==> config.mk <==
export PLATFORM = sky130hd
export DESIGN_NAME = dffram_ctrl
export DESIGN_NICKNAME = d
export VERILOG_FILES = /design/src/rtl/dffram_ctrl.sv
export SDC_FILE = /design/constraint.sdc
export NUM_CORES = 1
export LEC_CHECK = 0
export CAP_MARGIN = 25
export CORE_ASPECT_RATIO = 0.75
export CORE_MARGIN = 5
export CORE_UTILIZATION = 36
export CTS_CLUSTER_DIAMETER = 50
export DETAILED_ROUTE_END_ITERATION = 8
export GPL_TIMING_DRIVEN = 1
export PLACE_DENSITY_LB_ADDON = 0.25
export SETUP_SLACK_MARGIN = 0.1
export SLEW_MARGIN = 20
export SYNTH_ARGS = -nofsm -noshare
export SYNTH_HDL_FRONTEND = slang
export SYNTH_SLANG_ARGS = --single-unit
==> constraint.sdc <==
create_clock -name clk -period 11 [get_ports clk]
set_input_delay 2.2 -clock clk [delete_from_list [all_inputs] [get_ports clk]]
set_output_delay 2.2 -clock clk [all_outputs]
set_load 0.005 [all_outputs]
==> src/rtl/dffram_ctrl.sv <==
// -----------------------------------------------------------------------------
// dffram_ctrl
//
// Flip-flop RAM behind an 8-bit pin-level command interface. The host never
// presents an address bus: it loads a word address with SET_ADDR and then
// streams bytes in or out. Each byte access moves an internal byte-lane
// pointer forward, and the word address advances when the pointer passes the
// last lane. A FILL command starts a hardware engine that writes one whole
// word per cycle until every word holds the fill byte.
//
// Parameters:
//   WORD_BYTES  bytes per word (1..8)
//   DEPTH       number of words, power of two (2..256)
//   AW          address width, log2(DEPTH); derived, not user-set
//
// Ports:
//   clk         rising-edge clock
//   rst         synchronous active-high reset; memory contents are kept
//   cmd_valid   command strobe, sampled every cycle
//   cmd         opcode: 00 SET_ADDR, 01 WRITE_BYTE, 10 READ_BYTE, 11 FILL
//   din         command operand
//   dout        registered read data, held until the next read or reset
//   dout_valid  one-cycle pulse when dout carries new read data
//   busy        high while a FILL runs; commands are dropped meanwhile
//   addr_out    current word address
//
// Handshake: a command is taken on the rising edge where cmd_valid=1 and
// busy=0. There is no back-pressure other than busy; a command presented
// while busy is dropped without effect and is not retried.
// -----------------------------------------------------------------------------
module dffram_ctrl #(
  parameter int WORD_BYTES = 4,
  parameter int DEPTH      = 32,
  localparam int AW        = $clog2(DEPTH)
) (
  input  logic          clk,
  input  logic          rst,
  input  logic          cmd_valid,
  input  logic [1:0]    cmd,
  input  logic [7:0]    din,
  output logic [7:0]    dout,
  output logic          dout_valid,
  output logic          busy,
  output logic [AW-1:0] addr_out
);

  localparam int WW = 8 * WORD_BYTES;
  // A one-lane word still gets a 1-bit pointer so the port widths stay legal;
  // it simply never leaves zero.
  localparam int PW = (WORD_BYTES > 1) ? $clog2(WORD_BYTES) : 1;

  localparam logic [1:0] OP_SET_ADDR = 2'b00;
  localparam logic [1:0] OP_WRITE    = 2'b01;
  localparam logic [1:0] OP_READ     = 2'b10;
  localparam logic [1:0] OP_FILL     = 2'b11;

  typedef enum logic {
    ST_IDLE = 1'b0,
    ST_FILL = 1'b1
  } state_t;

  // ---------------------------------------------------------------------------
  // State
  // ---------------------------------------------------------------------------
  state_t          state_q, state_d;
  logic [AW-1:0]   addr_q, addr_d;
  logic [PW-1:0]   ptr_q, ptr_d;
  logic [AW-1:0]   fill_addr_q, fill_addr_d;
  logic [7:0]      fill_byte_q, fill_byte_d;
  logic [7:0]      dout_q;
  logic            dout_valid_q;

  // Storage flops carry no reset: a reset in the middle of a fill must leave
  // both filled and not-yet-filled words as they were.
  logic [WW-1:0]   mem [DEPTH];

  // ---------------------------------------------------------------------------
  // Pointer advance and lane decode
  // ---------------------------------------------------------------------------
  logic                  last_lane;
  logic [PW-1:0]         ptr_inc;
  logic [AW-1:0]         addr_inc;
  logic [WORD_BYTES-1:0] lane_sel;

  always_comb begin
    last_lane = (ptr_q == PW'(WORD_BYTES - 1));
    ptr_inc   = last_lane ? '0 : ptr_q + PW'(1);
    // DEPTH is a power of two, so the AW-bit add wraps word DEPTH-1 to 0.
    addr_inc  = last_lane ? addr_q + AW'(1) : addr_q;
    lane_sel  = '0;
    for (int l = 0; l < WORD_BYTES; l++) begin
      lane_sel[l] = (ptr_q == PW'(l));
    end
  end

  // ---------------------------------------------------------------------------
  // Read lane mux
  // ---------------------------------------------------------------------------
  logic [WW-1:0] rd_word;
  logic [7:0]    rd_byte;

  always_comb begin
    rd_word = mem[addr_q];
    rd_byte = '0;
    for (int l = 0; l < WORD_BYTES; l++) begin
      if (lane_sel[l]) begin
        rd_byte = rd_word[8*l +: 8];
      end
    end
  end

  // ---------------------------------------------------------------------------
  // Next-state and memory-port control
  // ---------------------------------------------------------------------------
  logic                  rd_en;
  logic                  wr_en;
  logic [AW-1:0]         wr_addr;
  logic [7:0]            wr_byte;
  logic [WORD_BYTES-1:0] wr_be;

  always_comb begin
    state_d     = state_q;
    addr_d      = addr_q;
    ptr_d       = ptr_q;
    fill_addr_d = fill_addr_q;
    fill_byte_d = fill_byte_q;
    rd_en       = 1'b0;
    wr_en       = 1'b0;
    wr_addr     = addr_q;
    wr_byte     = din;
    wr_be       = '0;

    unique case (state_q)
      ST_IDLE: begin
        if (cmd_valid) begin
          unique case (cmd)
            OP_SET_ADDR: begin
              addr_d = din[AW-1:0];
              ptr_d  = '0;
            end
            OP_WRITE: begin
              wr_en  = 1'b1;
              wr_be  = lane_sel;
              addr_d = addr_inc;
              ptr_d  = ptr_inc;
            end
            OP_READ: begin
              rd_en  = 1'b1;
              addr_d = addr_inc;
              ptr_d  = ptr_inc;
            end
            OP_FILL: begin
              fill_byte_d = din;
              fill_addr_d = '0;
              state_d     = ST_FILL;
            end
            default: ;
          endcase
        end
      end

      ST_FILL: begin
        // One full word per cycle, fill byte replicated across every lane.
        wr_en       = 1'b1;
        wr_addr     = fill_addr_q;
        wr_byte     = fill_byte_q;
        wr_be       = '1;
        fill_addr_d = fill_addr_q + AW'(1);
        if (fill_addr_q == AW'(DEPTH - 1)) begin
          state_d = ST_IDLE;
          addr_d  = '0;
          ptr_d   = '0;
        end
      end

      default: state_d = ST_IDLE;
    endcase
  end

  // ---------------------------------------------------------------------------
  // Control registers
  // ---------------------------------------------------------------------------
  always_ff @(posedge clk) begin
    if (rst) begin
      state_q      <= ST_IDLE;
      addr_q       <= '0;
      ptr_q        <= '0;
      fill_addr_q  <= '0;
      fill_byte_q  <= '0;
      dout_q       <= '0;
      dout_valid_q <= 1'b0;
    end else begin
      state_q      <= state_d;
      addr_q       <= addr_d;
      ptr_q        <= ptr_d;
      fill_addr_q  <= fill_addr_d;
      fill_byte_q  <= fill_byte_d;
      dout_valid_q <= rd_en;
      if (rd_en) begin
        dout_q <= rd_byte;
      end
    end
  end

  // ---------------------------------------------------------------------------
  // Storage. Reset suppresses the write so a reset edge landing mid-fill
  // does not touch the word the engine was about to write.
  // ---------------------------------------------------------------------------
  always_ff @(posedge clk) begin
    if (wr_en && !rst) begin
      for (int l = 0; l < WORD_BYTES; l++) begin
        if (wr_be[l]) begin
          mem[wr_addr][8*l +: 8] <= wr_byte;
        end
      end
    end
  end

  // ---------------------------------------------------------------------------
  // Outputs
  // ---------------------------------------------------------------------------
  assign dout       = dout_q;
  assign dout_valid = dout_valid_q;
  assign busy       = (state_q == ST_FILL);
  assign addr_out   = addr_q;

endmodule

==> impl_metrics.ini, run 1 <==
[placement]
place_hpwl_mm = 66.7
place_worst_setup_slack_ps = 5900
place_inst = 3524
io_buffers = 27
place_congestion = 0.841

[final_layout]
stdcell_count = 3725
area_delta_synth_final_pct = 13.5
register_area_mm2 = 0.0315
nets = 2125
fillCellCount = 10100
drive_gt1_share_pct = 24.7
multi_input_area_mm2 = 0.00964

[yosys]
syn_avg_cell_area_um2 = 20.6
ys_seq_area_share_pct = 75.7
synthCells = 2014
synth_edf_count = 1024
post-synth-top-area-cell = edfxtp_1
syn_nets = 2038
synth_top_area_share_pct = 74.0
synth_ff_type = edfxtp_1
ys_top_cells_by_count = edfxtp_1, mux4_2, mux2i_1
async_flop_share_pct = 0
synth_warnings = 0
ys_seq_elements = 1059
yosysMostFrequentCell = edfxtp_1
syn-cell-area_mm2 = 0.0416
yosysUniqueCellTypes = 54
synthTopCellsByArea = edfxtp_1, mux4_2, mux2i_1

[global_routing]
antenna_found_initial = 6
grt_usage_pct = 17.5
overflow = 0
grt_pass1_wl_mm = 155
grt_max_degree = 89
grt_pass1_vias = 20600

[floorplanning]
die_h_um = 304
core_area_mm2 = 0.115
start_util_pct = 36.1
io_pins = 28
die-area_mm2 = 0.122
fp-row-count = 108
die_w_um = 402

[setup_path]
regToRegEndpoint = dout[3]
crit_chain = buf_4, buf_4, and4b_1, a22oi_1, o211a_1, o211ai_1, nor3_1, or4_1
crit_path_end_kind = flop
start_kind = flop
path_common_cell = buf_4
path_buf_inv = 2
crit_required_ps = 11540
cp_max_fo = 41
cp_slowest_cell = dfxtp_4
critical-path-max-stage-delay_ps = 920
worstSetupPathType = reg -> reg
arrival_ps = 5100
r2r_cells = 8
reg2reg_slack_ps = 6440
cp_top_family = simple AND/OR/NAND/NOR gates

[timing]
final_max_slew_viol_count = 0
max_freq_ghz = 0.219
maxSlewHeadroom_pct = 30.1
rsz0062_at_grt = false
fin_skew_ps = 18.6
fin_tns_setup_ps = 0
setup_viol = 0
hold_viol_final = 0
tightest_slew_ps = 1040
setup_slack_ps = 6440
period_needed_ps = 4560
final.period_utilization_pct = 41.5

[power_and_ir_drop]
p_leak_nw = 14.1
swShare_pct = 21.6
seqPwrFrac_pct = 53.5
internal-power_mw = 6.56
worst_ir_drop_vdd_mv = 0.113
powerDensity_mw_per_mm2 = 177
p_switching_mw = 1.81
clkPwrFrac_pct = 41.8
p_total_mw = 8.37
comb_power_share_pct = 4.6

[cts]
cts-root-buf = clkbuf_16
post_cts_resized = 0
cts_sinks = 1059
hold_buffers = 0
cts_tree = yes
clk_path_buf_depth = 3
post_cts_buffers = 0
clk_pin_slew_ps = 60
clock_latency_ps = 680
cts_buffers = 101
htree_levels = 3

[hold_path]
holdCritPathClass = reg -> reg
hold_path_end = fill_byte_q[2]
hold_depth = 2
holdCritStartpoint = fill_byte_q[2]

[detailed_routing]
wirelength_mm = 109
vias = 20800
drtIter0Drc = 2413
routedWlPerCell_um = 29.2
viasPerCell = 5.59
drt_pass1_iterations = 5
ant_nets = 0
drc = 0

[outcome]
status = complete, no violations

[run]
cap_violations = 0
## layer usage
layer  vias up  share of wire, %  GRT usage, %
met3       131               9.8          4.93
li1       8584                 -             -
met2       884                44          24.9
met4         0               1.8          3.85
met5         -                 0             0
met1     11200                45          26.7
## registers in the layout (all words and copies together) (netlist names), named ones only
| name | flops |
|---|---|
| fill_byte_q | 8 |
| addr_out | 5 |
| fill_addr_q | 5 |
| ptr_q | 2 |
| mem | 1024 |
| busy | 1 |
| dout_valid | 1 |
| dout | 8 |
## how the worst max path moves through the flow
stage / end / slack [ps] / depth (start not counted)
floorplan: mem[0][10] / 2560 / 2
global placement: dout[3] / 5890 / 10
detailed placement: dout[5] / 5900 / 7
CTS: dout[4] / 6340 / 8
global route: dout[4] / 6180 / 8
finish: dout[3] / 6440 / 8
## worst register-to-register path, stage by stage (launching register included)
cell	delay [ps]
dfxtp_4	920
buf_4	540
buf_4	790
and4b_1	710
a22oi_1	250
o211a_1	210
o211ai_1	280
nor3_1	140
or4_1	590
## logic make-up after synthesis
| kind of cell | after synthesis | synth area share (%) |
|---|---|---|
| buf+inv | 128 | 1.82 |
| compound gates | 160 | 2.71 |
| mux | 352 | 15.8 |
| simple gates | 302 | 3.62 |
| flops | 1059 | 75.7 |
| fa+ha+maj | 11 | 0.331 |
| xor+xnor | 2 | 0.0422 |
## power by group through the flow
stage	logic [mW]	clock network, mW	registers (mW)
2_1_floorplan	0.233	0	4.56
3_3_place_gp	0.382	0	4.57
3_5_place_dp	0.387	0	4.57
4_1_cts	0.387	3.56	4.48
5_1_grt	0.409	3.73	4.48
6_report	0.387	3.50	4.48
## per-stage QoR
stage | hold slack (ps) | util [%] | instance area (µm²)
floorplan | 454 | - | 41600
detailed placement | 486 | 37.9 | 43600
finish | 494 | 41.0 | 47200
global placement | 471 | 37.8 | 43600
CTS | 501 | 40.8 | 46900
global route | 540 | 41.0 | 47200
## placed cells by master, fill, tap and decap left out, drive strengths merged, types with 5 or more instances in the layout
cell type | synthesis | layout
edfxtp | 1024 | 1024
o211ai | 10 | 10
o211a | 5 | 5
nor3 | 82 | 82
mux4 | 242 | 242
and3 | 5 | 5
a211oi | 13 | 13
clkdlybuf4s50 | 0 | 27
nand2 | 46 | 46
or2 | 17 | 17
clkbuf | 42 | 126
o22ai | 31 | 31
nand3 | 10 | 10
o2111ai | 7 | 7
a31oi | 8 | 8
a22o | 10 | 10
dfxtp | 35 | 35
clkinv | 0 | 45
a21oi | 16 | 16
nor2 | 91 | 91
ha | 11 | 11
mux2i | 102 | 102
or4 | 8 | 8
a22oi | 34 | 34
bufinv | 0 | 10
mux2 | 8 | 8
o21ai | 12 | 12
inv | 12 | 21
buf | 74 | 65
nand3b | 6 | 6
nand2b | 10 | 10
nor2b | 7 | 7
## area by class of cell
cell class	instances	area share (%)
Sequential cell	1059	66.7
Multi-Input combinational cell	827	20.4
Clock buffer	118	5.63
Tap cell	1540	4.08
Timing Repair Buffer	100	1.70
Clock inverter	68	1.38
Inverter	12	0.0955
Antenna cell	1	0.00530
Note: power is estimated with default switching activity, not from simulation.
==> run 2, diff against run 1 <==
Clock period 11 ns to 4.8 ns, I/O delays scaled along.
==> impl_metrics.ini, run 2 (synthesis gave the netlist of run 1 again) <==
[setup_path]
crit_required_ps = 5350
worstSetupPathType = reg -> reg
crit_path_end_kind = flop
arrival_ps = 4310
cp_max_fo = 20
start_kind = flop

[cts]
hold_buffers = 0
clock_latency_ps = 700
cts-root-buf = clkbuf_16
cts_sinks = 1059
clk_pin_slew_ps = 70
cts_buffers = 104
post_cts_buffers = 0
clk_path_buf_depth = 3
cts_tree = yes
post_cts_resized = 0
htree_levels = 3

[timing]
hold_viol_final = 0
final.period_utilization_pct = 78.3
setup_viol = 0
maxSlewHeadroom_pct = 27.1
fin_skew_ps = 26.3
rsz0062_at_grt = false
tightest_slew_ps = 1080
max_freq_ghz = 0.266
fin_tns_setup_ps = 0
period_needed_ps = 3760
final_max_slew_viol_count = 0

[final_layout]
largest_reg_flops = 1024
antenna_cells = 0
layout_commonest_cell = edfxtp_1
fillCellCount = 10100
regMostFlops = mem
area_delta_synth_final_pct = 14.7
stdcell_count = 3775
drive_gt1_share_pct = 25.1
mostFrequentLayoutCells = edfxtp_1, mux4_2, clkbuf_16
nets = 2177

[global_routing]
grt_pass1_vias = 20900
grt_pass1_wl_mm = 155
antenna_found_initial = 4
overflow = 0
grt_max_degree = 74
grt_usage_pct = 17.5

[detailed_routing]
wirelength_mm = 108
drc = 0
routedWlPerCell_um = 28.6
drtIter0Drc = 2060
viasPerCell = 5.48
ant_nets = 0
vias = 20700
drt_pass1_iterations = 5

[floorplanning]
die_w_um = 402
io_pins = 28
die_h_um = 304
fp-row-count = 108
die-area_mm2 = 0.122
start_util_pct = 36.1
core_area_mm2 = 0.115

[power_and_ir_drop]
worst_ir_drop_vdd_mv = 0.305
powerDensity_mw_per_mm2 = 404
p_leak_nw = 14.5

[placement]
io_buffers = 27
place_hpwl_mm = 68.9
place_inst = 3583
place_congestion = 0.825

[outcome]
status = complete, no violations

[hold_path]
holdCritPathClass = reg -> reg

[run]
cap_violations = 0
[run 2: final timing paths]
kind	startpoint	end	slack, ps	depth (start not counted)
setup / recovery	flop	dout[0]	1040	8
hold / removal	fill_byte_q[2]	fill_byte_q[2]	490	2
setup reg to reg	flop	dout[0]	1040	8
hold reg to reg	fill_byte_q[2]	fill_byte_q[2]	490	2
[run 2: critical path, stage by stage (launching register included)]
cell	delay [ps]
dfxtp_1	310
buf_4	310
nor2b_1	410
buf_4	300
nand2_1	330
o22ai_1	820
nor4_1	300
a211oi_1	630
o211ai_1	170
[run 2: final cells by class]
| cell class | instances | area [µm²] | area share [%] |
|---|---|---|---|
| multi-input cells | 827 | 9500 | 19.9 |
| flip-flops and latches | 1059 | 31500 | 66.0 |
| clock inverters | 61 | 643 | 1.35 |
| well taps | 1540 | 1930 | 4.04 |
| repair buffers | 149 | 1370 | 2.88 |
| clock buffers | 127 | 2740 | 5.75 |
| inverters | 12 | 45.0 | 0.0945 |
[run 2: routing by layer]
layer	GRT usage, %	vias to the layer above	part of all wire, %
met3	5.30	140	9.6
met4	3.67	0	1.8
met2	25.4	841	44
met5	0	-	0
li1	-	8688	-
met1	26.1	11000	44
[run 2: metrics by stage]
stage	area [µm²]	power (mW)	worst slack, ps	hold WS, ps	util, %
4_1_cts	47600	19.4	1130	497	41.4
3_5_place_dp	44200	11.4	748	479	38.4
5_1_grt	47700	19.9	886	545	41.4
6_report	47700	19.3	1040	492	41.4
2_1_floorplan	41600	11.0	1340	454	-
3_3_place_gp	44200	11.3	749	469	38.4
[run 2: power breakdown]
group | total, mW | switching [mW] | internal (mW)
sequential | 10.3 | 0.0440 | 10.2
clock | 8.12 | 3.51 | 4.61
combinational | 0.891 | 0.590 | 0.301
total | 19.3 | 4.14 | 15.1
==> run 3, diff against run 2 <==
Clock period 4.8 ns to 3.7 ns, I/O delays scaled along.
==> impl_metrics.ini, run 3 (synthesis gave the netlist of run 1 again) <==
[outcome]
status = complete, no violations

[global_routing]
grt_pass1_wl_mm = 157
antenna_found_initial = 2
overflow = 0
grt_max_degree = 129
grt_usage_pct = 17.6
grt_pass1_vias = 21200

[detailed_routing]
vias = 21200
drc = 0
drtIter0Drc = 2224
routedWlPerCell_um = 27.9
drt_pass1_iterations = 5
viasPerCell = 5.46
wirelength_mm = 109
ant_nets = 0

[placement]
place_congestion = 0.843
place_inst = 3704
io_buffers = 27
placed_area_mm2 = 0.0452
place_hpwl_mm = 70.4

[timing]
tightest_slew_ps = 891
setup_viol = 0
period_needed_ps = 3410
fin_skew_ps = 32.4
final.period_utilization_pct = 92.1
fin_tns_setup_ps = 0
rsz0062_at_grt = false
hold_viol_final = 0
timing.hold.ws_ps = 506
max_freq_ghz = 0.293
final_max_slew_viol_count = 0
maxSlewHeadroom_pct = 40.5

[hold_path]
holdCritStartpoint = fill_byte_q[0]
hold_path_end = fill_byte_q[0]
holdCritPathClass = reg -> reg
hold_depth = 2

[final_layout]
antenna_cells = 0
regMostFlops = mem
register_area_mm2 = 0.0315
mostFrequentLayoutCells = edfxtp_1, mux4_2, buf_4
area_delta_synth_final_pct = 17.0
largest_reg_flops = 1024
drive_gt1_share_pct = 28.5
nets = 2293
stdcell_count = 3894
fillCellCount = 9983
final_cell_area_mm2 = 0.0486
layout_commonest_cell = edfxtp_1
multi_input_area_mm2 = 0.00944

[setup_path]
cp_slowest_cell = dfxtp_4
critical-path-max-stage-delay_ps = 770
crit_required_ps = 4270
regToRegEndpoint = dout[1]
path_common_cell = buf_4
start_kind = flop
reg2reg_slack_ps = 290
crit_path_end_kind = flop
cp_top_family = buffers and inverters
cp_max_fo = 34
crit_cells = 8
arrival_ps = 3980
crit_chain = buf_4, buf_4, mux4_2, o22ai_1, buf_4, or4_1, o2111ai_1, or4_1
worstSetupPathType = reg -> reg
r2r_cells = 8
path_buf_inv = 3

[cts]
cts-root-buf = clkbuf_16
hold_buffers = 0
cts_tree = yes
post_cts_buffers = 0
htree_levels = 3
clock_latency_ps = 700
clk_pin_slew_ps = 60
cts_buffers = 103
cts_sinks = 1059
post_cts_resized = 0
clk_path_buf_depth = 3

[floorplanning]
die-area_mm2 = 0.122
die_h_um = 304
io_pins = 28
die_w_um = 402
fp-row-count = 108
core_area_mm2 = 0.115
start_util_pct = 36.1

[power_and_ir_drop]
powerDensity_mw_per_mm2 = 518
p_total_mw = 25.2
p_leak_nw = 15.1
worst_ir_drop_vdd_mv = 0.383

[run]
cap_violations = 0
## run 3: final cells by class
type	count	area share (%)
clock inverter	68	1.52
inverter	12	0.0926
multi-input combinational	827	19.4
tap	1540	3.96
sequential	1059	64.7
clock buffer	122	5.58
timing repair buffer	266	4.78
## run 3: through the flow
stage          utilization (%)  setup slack [ps]
3_3_place_gp              39.3               116
6_report                  42.3               291
2_1_floorplan                -               258
5_1_grt                   42.3               171
3_5_place_dp              39.3              28.4
4_1_cts                   42.3               303
## run 3: worst max path at each step
stage            from    endpoint  slack, ps
6_report         flop     dout[1]        290
5_1_grt          flop     dout[1]        170
4_1_cts          flop     dout[1]        300
3_5_place_dp   cmd[0]     dout[1]         30
3_3_place_gp   cmd[0]     dout[1]        120
2_1_floorplan    busy  mem[0][10]        260
## run 3: per-layer routing
metal  share of wire [%]  global-route usage, %  routed length (µm)
met5                   0                      0                   0
met4                 1.9                   3.84                2080
met3                 7.8                   3.61                8480
met2                  45                   25.9               48400
met1                  46                   27.1               49600
## run 3: power breakdown
part           leakage [nW]  internal, mW  switching, mW  total (mW)
Sequential             9.52          13.3         0.0534        13.3
Clock                  1.67          6.11           4.55        10.7
Combinational          3.93         0.431          0.794        1.22
## run 3: worst min-delay path, stage by stage, from the launching register on
cell     delay (ps)
dfxtp_1         320
mux2i_1          70
nor2_1           80
